**config.mk**
```make
export PLATFORM = sky130hd
export DESIGN_NAME = branch_predictor_unit
export DESIGN_NICKNAME = d
export VERILOG_FILES = /design/src/rtl/bp_pkg.sv /design/src/rtl/bp_ras.sv /design/src/rtl/branch_predictor_unit.sv
export SDC_FILE = /design/constraint.sdc
export NUM_CORES = 1
export LEC_CHECK = 0
export ABC_AREA = 1
export CAP_MARGIN = 10
export CORE_UTILIZATION = 50
export CTS_CLUSTER_SIZE = 30
export DETAILED_ROUTE_END_ITERATION = 6
export PLACE_DENSITY = 0.68
export REMOVE_ABC_BUFFERS = 1
export SYNTH_ARGS = -nofsm -noshare
export SYNTH_HDL_FRONTEND = slang
export SYNTH_SLANG_ARGS = --single-unit
```
**constraint.sdc**
```tcl
create_clock -name clk_i -period 6.9 [get_ports clk_i]
set_clock_uncertainty 0.05 [all_clocks]
set_input_delay 1.38 -clock clk_i [delete_from_list [all_inputs] [get_ports clk_i]]
set_output_delay 1.38 -clock clk_i [all_outputs]
set_load 0.05 [all_outputs]
```
**src/rtl/bp_pkg.sv**
```systemverilog
// Shared types, counter encodings and helpers for the branch predictor.
package bp_pkg;

  // Control-flow class resolved in EX; CALL is stored in the BTB as JMP.
  typedef enum logic [1:0] {
    BR   = 2'd0,
    JMP  = 2'd1,
    CALL = 2'd2,
    RET  = 2'd3
  } cf_type_e;

  localparam int unsigned CTR_W = 2;

  // 2-bit saturating counter encodings.
  localparam logic [CTR_W-1:0] SNT = 2'b00;
  localparam logic [CTR_W-1:0] WNT = 2'b01;
  localparam logic [CTR_W-1:0] WT  = 2'b10;
  localparam logic [CTR_W-1:0] ST  = 2'b11;

  // Resettable per-entry state; tag and target live in separate non-reset arrays.
  typedef struct packed {
    logic             valid;
    cf_type_e         typ;
    logic [CTR_W-1:0] ctr;
  } btb_entry_t;

  function automatic logic [CTR_W-1:0] sat_update(input logic [CTR_W-1:0] ctr,
                                                  input logic taken);
    logic [CTR_W-1:0] res;
    res = ctr;
    if (taken && ctr != ST) begin
      res = ctr + 2'd1;
    end else if (!taken && ctr != SNT) begin
      res = ctr - 2'd1;
    end
    return res;
  endfunction

endpackage

```
**src/rtl/bp_ras.sv**
```systemverilog
// Circular return-address stack; a push when full overwrites the oldest entry.
module bp_ras #(
  parameter int unsigned XLEN      = 32,
  parameter int unsigned RAS_DEPTH = 4
) (
  input  logic            clk_i,
  input  logic            rst_i,
  input  logic            push_i,
  input  logic            pop_i,
  input  logic [XLEN-1:0] push_data_i,
  output logic [XLEN-1:0] top_o,
  output logic            empty_o
);

  localparam int unsigned PTR_W = $clog2(RAS_DEPTH);
  localparam int unsigned CNT_W = PTR_W + 1;

  logic [XLEN-1:0]  stack_q [RAS_DEPTH];
  logic [XLEN-1:0]  stack_d [RAS_DEPTH];
  logic [PTR_W-1:0] ptr_q, ptr_d;
  logic [CNT_W-1:0] cnt_q, cnt_d;
  logic [PTR_W-1:0] top_idx;

  // ptr_q is the next write slot; the top of stack sits just below it.
  assign top_idx = ptr_q - PTR_W'(1);
  assign top_o   = stack_q[top_idx];
  assign empty_o = (cnt_q == '0);

  // Next-state for pointer, occupancy and storage.
  always_comb begin
    stack_d = stack_q;
    ptr_d   = ptr_q;
    cnt_d   = cnt_q;
    if (push_i) begin
      stack_d[ptr_q] = push_data_i;
      ptr_d          = ptr_q + PTR_W'(1);
      if (cnt_q != CNT_W'(RAS_DEPTH)) begin
        cnt_d = cnt_q + CNT_W'(1);
      end
    end else if (pop_i && !empty_o) begin
      ptr_d = top_idx;
      cnt_d = cnt_q - CNT_W'(1);
    end
  end

  // Pointer and count are reset; storage contents are don't-care when empty.
  always_ff @(posedge clk_i or posedge rst_i) begin
    if (rst_i) begin
      ptr_q <= '0;
      cnt_q <= '0;
    end else begin
      ptr_q <= ptr_d;
      cnt_q <= cnt_d;
    end
  end

  // Stack storage register.
  always_ff @(posedge clk_i) begin
    stack_q <= stack_d;
  end

endmodule

```
**src/rtl/branch_predictor_unit.sv**
```systemverilog
// Direct-mapped BTB with 2-bit counters, RAS and EX-stage mispredict detection.
module branch_predictor_unit
  import bp_pkg::*;
#(
  parameter int unsigned XLEN      = 32,
  parameter int unsigned ENTRIES   = 16,
  parameter int unsigned TAG_W     = 8,
  parameter int unsigned RAS_DEPTH = 4,
  parameter int unsigned CNT_W     = 32
) (
  input  logic             clk_i,
  input  logic             rst_i,
  input  logic [XLEN-1:0]  if_pc_i,
  output logic             pred_hit_o,
  output logic             pred_taken_o,
  output logic [XLEN-1:0]  pred_target_o,
  input  logic             ex_valid_i,
  input  logic [XLEN-1:0]  ex_pc_i,
  input  cf_type_e         ex_type_i,
  input  logic             ex_taken_i,
  input  logic [XLEN-1:0]  ex_target_i,
  input  logic             ex_pred_taken_i,
  input  logic [XLEN-1:0]  ex_pred_target_i,
  output logic             mispredict_o,
  output logic [XLEN-1:0]  redirect_pc_o,
  output logic [CNT_W-1:0] perf_lookups_o,
  output logic [CNT_W-1:0] perf_mispred_o
);

  localparam int unsigned IDX_W = $clog2(ENTRIES);

  btb_entry_t       meta_q [ENTRIES];
  btb_entry_t       meta_d [ENTRIES];
  logic [TAG_W-1:0] tag_q  [ENTRIES];
  logic [TAG_W-1:0] tag_d  [ENTRIES];
  logic [XLEN-1:0]  tgt_q  [ENTRIES];
  logic [XLEN-1:0]  tgt_d  [ENTRIES];

  logic [CNT_W-1:0] lookups_q, lookups_d;
  logic [CNT_W-1:0] mispred_q, mispred_d;

  logic [IDX_W-1:0] if_idx, ex_idx;
  logic [TAG_W-1:0] if_tag, ex_tag;
  btb_entry_t       if_entry;
  logic             ex_hit;
  logic [XLEN-1:0]  if_pc_plus4, ex_pc_plus4;
  logic [XLEN-1:0]  actual_next, pred_next;
  logic             ras_push, ras_pop, ras_empty;
  logic [XLEN-1:0]  ras_top;

  assign if_idx      = if_pc_i[IDX_W+1:2];
  assign if_tag      = if_pc_i[IDX_W+TAG_W+1:IDX_W+2];
  assign ex_idx      = ex_pc_i[IDX_W+1:2];
  assign ex_tag      = ex_pc_i[IDX_W+TAG_W+1:IDX_W+2];
  assign if_pc_plus4 = if_pc_i + XLEN'(4);
  assign ex_pc_plus4 = ex_pc_i + XLEN'(4);
  assign if_entry    = meta_q[if_idx];
  assign ex_hit      = meta_q[ex_idx].valid && (tag_q[ex_idx] == ex_tag);

  // IF lookup reads registered state only, so a same-cycle update is not visible.
  always_comb begin
    pred_hit_o    = if_entry.valid && (tag_q[if_idx] == if_tag);
    pred_taken_o  = pred_hit_o && ((if_entry.typ != BR) || if_entry.ctr[1]);
    pred_target_o = if_pc_plus4;
    if (pred_taken_o) begin
      if (if_entry.typ == RET && !ras_empty) begin
        pred_target_o = ras_top;
      end else begin
        pred_target_o = tgt_q[if_idx];
      end
    end
  end

  // EX resolution: compare the next PC actually taken against the one predicted.
  always_comb begin
    actual_next   = ex_taken_i      ? ex_target_i      : ex_pc_plus4;
    pred_next     = ex_pred_taken_i ? ex_pred_target_i : ex_pc_plus4;
    mispredict_o  = ex_valid_i && (actual_next != pred_next);
    redirect_pc_o = actual_next;
  end

  // BTB training: counter/target refresh on hit, allocation on taken miss.
  always_comb begin
    meta_d = meta_q;
    tag_d  = tag_q;
    tgt_d  = tgt_q;
    if (ex_valid_i) begin
      if (ex_hit) begin
        if (meta_q[ex_idx].typ == BR) begin
          meta_d[ex_idx].ctr = sat_update(meta_q[ex_idx].ctr, ex_taken_i);
        end
        if (ex_taken_i) begin
          tgt_d[ex_idx] = ex_target_i;
        end
      end else if (ex_taken_i) begin
        meta_d[ex_idx].valid = 1'b1;
        tag_d[ex_idx]        = ex_tag;
        tgt_d[ex_idx]        = ex_target_i;
        if (ex_type_i == CALL) begin
          meta_d[ex_idx].typ = JMP;
        end else begin
          meta_d[ex_idx].typ = ex_type_i;
        end
        if (ex_type_i == BR) begin
          meta_d[ex_idx].ctr = WT;
        end else begin
          meta_d[ex_idx].ctr = ST;
        end
      end
    end
  end

  // Performance counter next-state; both wrap naturally.
  always_comb begin
    lookups_d = lookups_q;
    mispred_d = mispred_q;
    if (ex_valid_i) begin
      lookups_d = lookups_q + CNT_W'(1);
    end
    if (mispredict_o) begin
      mispred_d = mispred_q + CNT_W'(1);
    end
  end

  // Resettable state: entry metadata and perf counters.
  always_ff @(posedge clk_i or posedge rst_i) begin
    if (rst_i) begin
      for (int i = 0; i < int'(ENTRIES); i++) begin
        meta_q[i] <= '0;
      end
      lookups_q <= '0;
      mispred_q <= '0;
    end else begin
      meta_q    <= meta_d;
      lookups_q <= lookups_d;
      mispred_q <= mispred_d;
    end
  end

  // Tag and target arrays are qualified by valid, so they are not reset.
  always_ff @(posedge clk_i) begin
    tag_q <= tag_d;
    tgt_q <= tgt_d;
  end

  assign perf_lookups_o = lookups_q;
  assign perf_mispred_o = mispred_q;

  assign ras_push = ex_valid_i && (ex_type_i == CALL);
  assign ras_pop  = ex_valid_i && (ex_type_i == RET);

  bp_ras #(
    .XLEN      (XLEN),
    .RAS_DEPTH (RAS_DEPTH)
  ) u_ras (
    .clk_i       (clk_i),
    .rst_i       (rst_i),
    .push_i      (ras_push),
    .pop_i       (ras_pop),
    .push_data_i (ex_pc_plus4),
    .top_o       (ras_top),
    .empty_o     (ras_empty)
  );

endmodule

```
==> impl_metrics.json, run 1 <==
{
  "status": "finished clean",
  "fin_nets": 4916,
  "place_inst": 5825,
  "synth.area.top_cells": "edfxtp_1 53%, nand2_1 8.7%, dfrtp_1 8.5%",
  "grt_pass1_wl_um": 207000,
  "path_delay_family": "simple AND/OR/NAND/NOR gates",
  "initial_core_util": 0.505,
  "dp_hpwl_um": 88200,
  "instances_no_fill": 6000,
  "yosysUniqueCellTypes": 44,
  "max_freq_ghz": 0.159,
  "clock-sinks": 917,
  "rows": 108,
  "h-tree-depth": 3,
  "cts_resized": 0,
  "max_slew_margin": 0.198,
  "start_kind": "input pin",
  "io_pins": 266,
  "via_count": 35500,
  "p_per_area_mw_per_mm2": 273,
  "drc_errors": 0,
  "finalCritPeriodShare": 0.913,
  "drive_above_1_share": 0.0746,
  "netlist.area_leader.share": 0.526,
  "grt_overflow": 0,
  "setup.worst_path.end_class": "primary output",
  "ctsHoldBuffers": 0,
  "peakVddDrop_v": 0.000287,
  "cts_inserted_buffers": 95,
  "drt_iter0_markers": 4394,
  "cts_setup_buffers": 0,
  "p_leak_nw": 19.5,
  "r2r-start": "tag_q[37]",
  "hp-start": "meta_q[5]",
  "drt-total-wl_um": 141000,
  "die_w_um": 298,
  "via_per_inst": 5.92,
  "finalSetupViolations": 0,
  "drv_slew": 0,
  "fillers": 7280,
  "synth_warnings": 0,
  "fp.dieH_um": 298,
  "grt_max_degree": 145,
  "multiInputGateArea_mm2": 0.0151,
  "syn2layout_area_growth_pct": 16.0,
  "drt-wirelength-per-cell_um": 23.5,
  "cts_tree": "done",
  "clockBufferDepth": 3,
  "cp.required_ps": 5470,
  "path_cells": "clkdlybuf4s50_1, nand2_1, inv_2, nand4_1, nor2_1, buf_4, nand4_1, nor3_1, nand2_1, nor2_1, nand2_1, xor2_1, nand2_1, nand2_1, buf_4",
  "postRouteAntennaNets": 0,
  "rsz0062_at_grt": "no",
  "synth_flop_cell": "edfxtp_1",
  "syn-cell-area_mm2": 0.0438,
  "crit_fanout": 16,
  "ctsRootBufferMaster": "clkbuf_16",
  "placeableCoreArea_mm2": 0.0868,
  "crit_buf_inv": 4,
  "synth.avg_cell_area_um2": 9.60,
  "first_pass_iters": 6,
  "clk_pin_slew_ps": 60,
  "postSynthCellCount": 4567,
  "die_area_mm2": 0.0889,
  "worst_ep_arrival_time_ps": 4870,
  "hold_class": "reg -> reg",
  "cp_slowest_cell": "clkdlybuf4s50_1",
  "synth.yosys.seq_area_share": 0.611,
  "cp-startpoint": "if_pc_i[5]",
  "clk_latency_ps": 660,
  "synth.most_common_cell": "nand2_1",
  "io_buffers": 265,
  "worstSetupPathType": "in -> out",
  "grt_pass1_vias": 32600,
  "max_slew.worst_pin.slew_ps": 1200,
  "antenna_found_initial": 11,
  "cpMostUsedCell": "nand2_1",
  "synthArstFlopShare": 0.162,
  "synthTopCellsByCount": "1017 x nand2_1, 768 x edfxtp_1, 623 x nor2_1",
  "gp_congestion": 0.931,
  "max_stage_delay_ps": 530,
  "yosys.area.top_type": "edfxtp_1",
  "maxCapViolCount": 0,
  "ff_latch_area_mm2": 0.0268,
  "synth_edf_count": 768,
  "grtUsageTotal": 0.310,
  "finalHoldViolCount": 0,
  "period_minus_slack_ps": 6300,
  "hold_slack_ps": 418,
  "synth_seq_cells": 917
}
[state kept, by name (all words and copies together) (netlist names)]
| signal | cells |
|---|---|
| u_ras.stack_q | 128 |
| perf_mispred_o | 32 |
| u_ras.ptr_q | 2 |
| meta_q | 80 |
| tgt_q | 512 |
| tag_q | 128 |
| u_ras.cnt_q | 3 |
| perf_lookups_o | 32 |
[where the power goes]
group	switching [mW]	internal (mW)
logic	1.72	0.721
registers	0.122	6.20
clock network	2.16	2.93
[final timing paths]
check / to / slack (ps) / cells past startpoint
max in group asynchronous: u_ras.ptr_q[0] / 4540 / 3
hold reg to reg: meta_q[5] / 420 / 2
hold / removal: meta_q[5] / 420 / 2
setup / recovery: pred_target_o[30] / 600 / 15
min in group asynchronous: perf_lookups_o[17] / 1150 / 2
setup reg to reg: meta_q[11] / 3580 / 20
[worst register-to-register path, stage by stage (launching register included)]
cell      delay [ps]
edfxtp_1         400
inv_1             70
nand2_1           50
o211ai_1         120
nand2_1          110
nand2_1           80
nand2_1           50
inv_1             80
nand2_1           70
nand2_1           70
nand2_1           50
nor2_1            80
nand2_1           90
nor2_4           200
buf_4            290
nand3_1          100
nand2_1          590
buf_4            400
nand2_1          110
nand2_1           70
nand2_1           40
[stage by stage]
step / util / TNS (ps) / power, mW / worst slack [ps] / cell area, µm²
3_5_place_dp: 0.551 / 0 / 8.84 / 680 / 47800
4_1_cts: 0.586 / 0 / 13.9 / 645 / 50800
3_3_place_gp: 0.551 / 0 / 8.81 / 713 / 47800
6_report: 0.586 / 0 / 13.9 / 601 / 50800
5_1_grt: 0.586 / 0 / 14.3 / 425 / 50800
2_1_floorplan: - / -15340 / 7.77 / -544 / 42700
[layout make-up]
| type | count | share of cell area |
|---|---|---|
| clock buffers | 116 | 0.0496 |
| multi-input cells | 3125 | 0.296 |
| flip-flops and latches | 917 | 0.527 |
| inverters | 269 | 0.0201 |
| well taps | 1155 | 0.0284 |
| diodes | 3 | 0.000148 |
| repair buffers | 359 | 0.0676 |
| clock inverters | 56 | 0.0109 |
[placed cells by master (no fill, tap or decap), types with 13 or more instances in the layout]
cell type and instances:
clkinv_1 23, ha_1 13, clkbuf_16 98, o211ai_1 58, o221ai_1 55, buf_12 15
o21ai_1 13, and3_1 27, dfrtp_1 148, xor2_1 69, nand3_1 251, clkdlybuf4s50_1 222
o21ai_0 550, or2_2 30, nor3_1 28, buf_4 115, inv_1 257, nand2_1 1017
xnor2_1 38, nor2_4 27, nor2_1 602, a21oi_1 119, clkbuf_1 18, edfxtp_1 768
clkinv_2 17, nand4_1 64, o22ai_1 111
[routing by layer]
layer,vias to the layer above,wire length [µm],track usage
met5,-,103,0
met1,17000,55800,0.433
met2,1985,62500,0.471
li1,16200,-,-
met3,297,16800,0.0702
met4,16,5520,0.122
[cells by family (layout without fill, tap and decap cells)]
logic type	count (synthesis)	in the layout	share of synthesized area
other	0	3	0
buffers and inverters	525	800	0.0490
AO/OA/AOI/OAI	917	917	0.117
adder cells (fa/ha/maj)	14	14	0.00417
XOR/XNOR	107	107	0.0214
multiplexers	4	4	0.000942
flip-flops	917	917	0.611
AND/OR/NAND/NOR	2083	2083	0.197
Power figures use the tool's default switching activity.
==> inputs of run 2 (changes only) <==
- CAP_MARGIN: 10 -> default
- REMOVE_ABC_BUFFERS: 1 -> default
==> impl_metrics.json, run 2 (synthesis gave the netlist of run 1 again) <==
{
  "cts_resized": 0,
  "cts_inserted_buffers": 97,
  "setup.worst_path.end_class": "primary output",
  "instances_no_fill": 6010,
  "grt_max_degree": 156,
  "fin_tns_setup_ps": 0,
  "place_inst": 5823,
  "largest_register": "tgt_q",
  "maxCapViolCount": 0,
  "drt_iter0_markers": 4561,
  "fin_nets": 4916,
  "max_freq_ghz": 0.162,
  "hold_class": "reg -> reg",
  "die_w_um": 298,
  "p_per_area_mw_per_mm2": 280,
  "worst_ep_arrival_time_ps": 4730,
  "p_leak_nw": 19.6,
  "syn2layout_area_growth_pct": 16.6,
  "fp.dieH_um": 298,
  "finalCritPeriodShare": 0.892,
  "clock-sinks": 917,
  "cts_tree": "done",
  "grt_pass1_wl_um": 213000,
  "grt_overflow": 0,
  "clockBufferDepth": 3,
  "hp-start": "meta_q[29]",
  "postRouteAntennaNets": 0,
  "max_slew_margin": 0.249,
  "largest_register_ffs": 512,
  "clk_latency_ps": 680,
  "ctsRootBufferMaster": "clkbuf_16",
  "io_buffers": 265,
  "dp_hpwl_um": 92600,
  "placeableCoreArea_mm2": 0.0868,
  "grtUsageTotal": 0.320,
  "via_per_inst": 5.96,
  "grt_pass1_vias": 32800,
  "status": "finished clean",
  "final_area_mm2": 0.0511,
  "syn_nets": 4716,
  "period_minus_slack_ps": 6160,
  "r2r-start": "tag_q[92]",
  "initial_core_util": 0.505,
  "drive_above_1_share": 0.0777,
  "drv_slew": 0,
  "drc_errors": 0,
  "cts_setup_buffers": 0,
  "rsz0062_at_grt": "no",
  "finalHoldViolCount": 0,
  "max_slew.worst_pin.slew_ps": 1120,
  "drt-wirelength-per-cell_um": 24.1,
  "clk_pin_slew_ps": 60,
  "fillers": 7363,
  "rows": 108,
  "io_pins": 266,
  "final_cell_mix": "1017 x nand2_1, 768 x edfxtp_1, 602 x nor2_1, 550 x o21ai_0, 257 x inv_1",
  "h-tree-depth": 3,
  "cp.required_ps": 5470,
  "antenna_found_initial": 8,
  "start_kind": "input pin",
  "mostFrequentLayoutCell": "nand2_1",
  "placed_cell_area_mm2": 0.0477,
  "gp_congestion": 0.954,
  "die_area_mm2": 0.0889,
  "ctsHoldBuffers": 0,
  "first_pass_iters": 7,
  "top_regs": "tgt_q (512), tag_q (128), u_ras.stack_q (128)",
  "via_count": 35800,
  "cp-startpoint": "if_pc_i[5]",
  "drt-total-wl_um": 145000,
  "crit_fanout": 12,
  "worstSetupPathType": "in -> out",
  "peakVddDrop_v": 0.000208,
  "finalSetupViolations": 0
}
==> run 2: stage by stage <==
stage / hold WS, ps / util / setup WS, ps / total power, mW
final: 409 / 0.589 / 743 / 14.3
after global placement: 393 / 0.550 / 846 / 8.88
after floorplan: 381 / - / 806 / 7.90
after global routing: 440 / 0.589 / 502 / 14.7
after detailed placement: 396 / 0.550 / 847 / 8.91
after CTS: 410 / 0.589 / 797 / 14.3
==> run 2: layout make-up <==
type / instances / area [µm²] / share of cell area
inverter: 269 / 1020 / 0.0200
multi-input combinational: 3125 / 15100 / 0.295
antenna: 3 / 7.51 / 0.000147
clock buffer: 124 / 2650 / 0.0519
timing repair buffer: 357 / 3410 / 0.0668
sequential: 917 / 26800 / 0.524
tap: 1155 / 1450 / 0.0283
clock inverter: 60 / 702 / 0.0137
==> run 2: worst max-delay path, stage by stage <==
cell and delay, ps:
clkdlybuf4s50_1 520, inv_2 180, nor3_1 230, nand2_1 110, nor2_1 180, inv_1 70
nor2_2 150, nand4_1 160, nor2_1 210, nand2_1 280, nor2_1 260, nand3_1 140
xnor2_1 440, nand2_1 120, nand2_1 90, buf_4 200
==> run 2: worst paths after layout <==
kind                                endpoint  slack (ps)  cells after the start
max                        pred_target_o[25]         740                     16
min                               meta_q[29]         410                      2
max reg2reg                        tag_q[11]        3810                     14
min reg2reg                       meta_q[29]         410                      2
max in group asynchronous         meta_q[54]        4280                      3
min in group asynchronous         meta_q[20]        1210                      2
==> run 2: layer usage <==
metal / routed length, µm / track usage
met3: 17700 / 0.0718
met5: 0 / 0
met4: 5710 / 0.118
met1: 57700 / 0.456
met2: 63800 / 0.479
==> run 2: where the power goes <==
group          leakage (nW)  internal, mW  switching (mW)
logic                  9.14         0.715            1.82
clock network          1.64          3.22            2.24
registers              8.82          6.20           0.122
total                  19.6          10.1            4.18
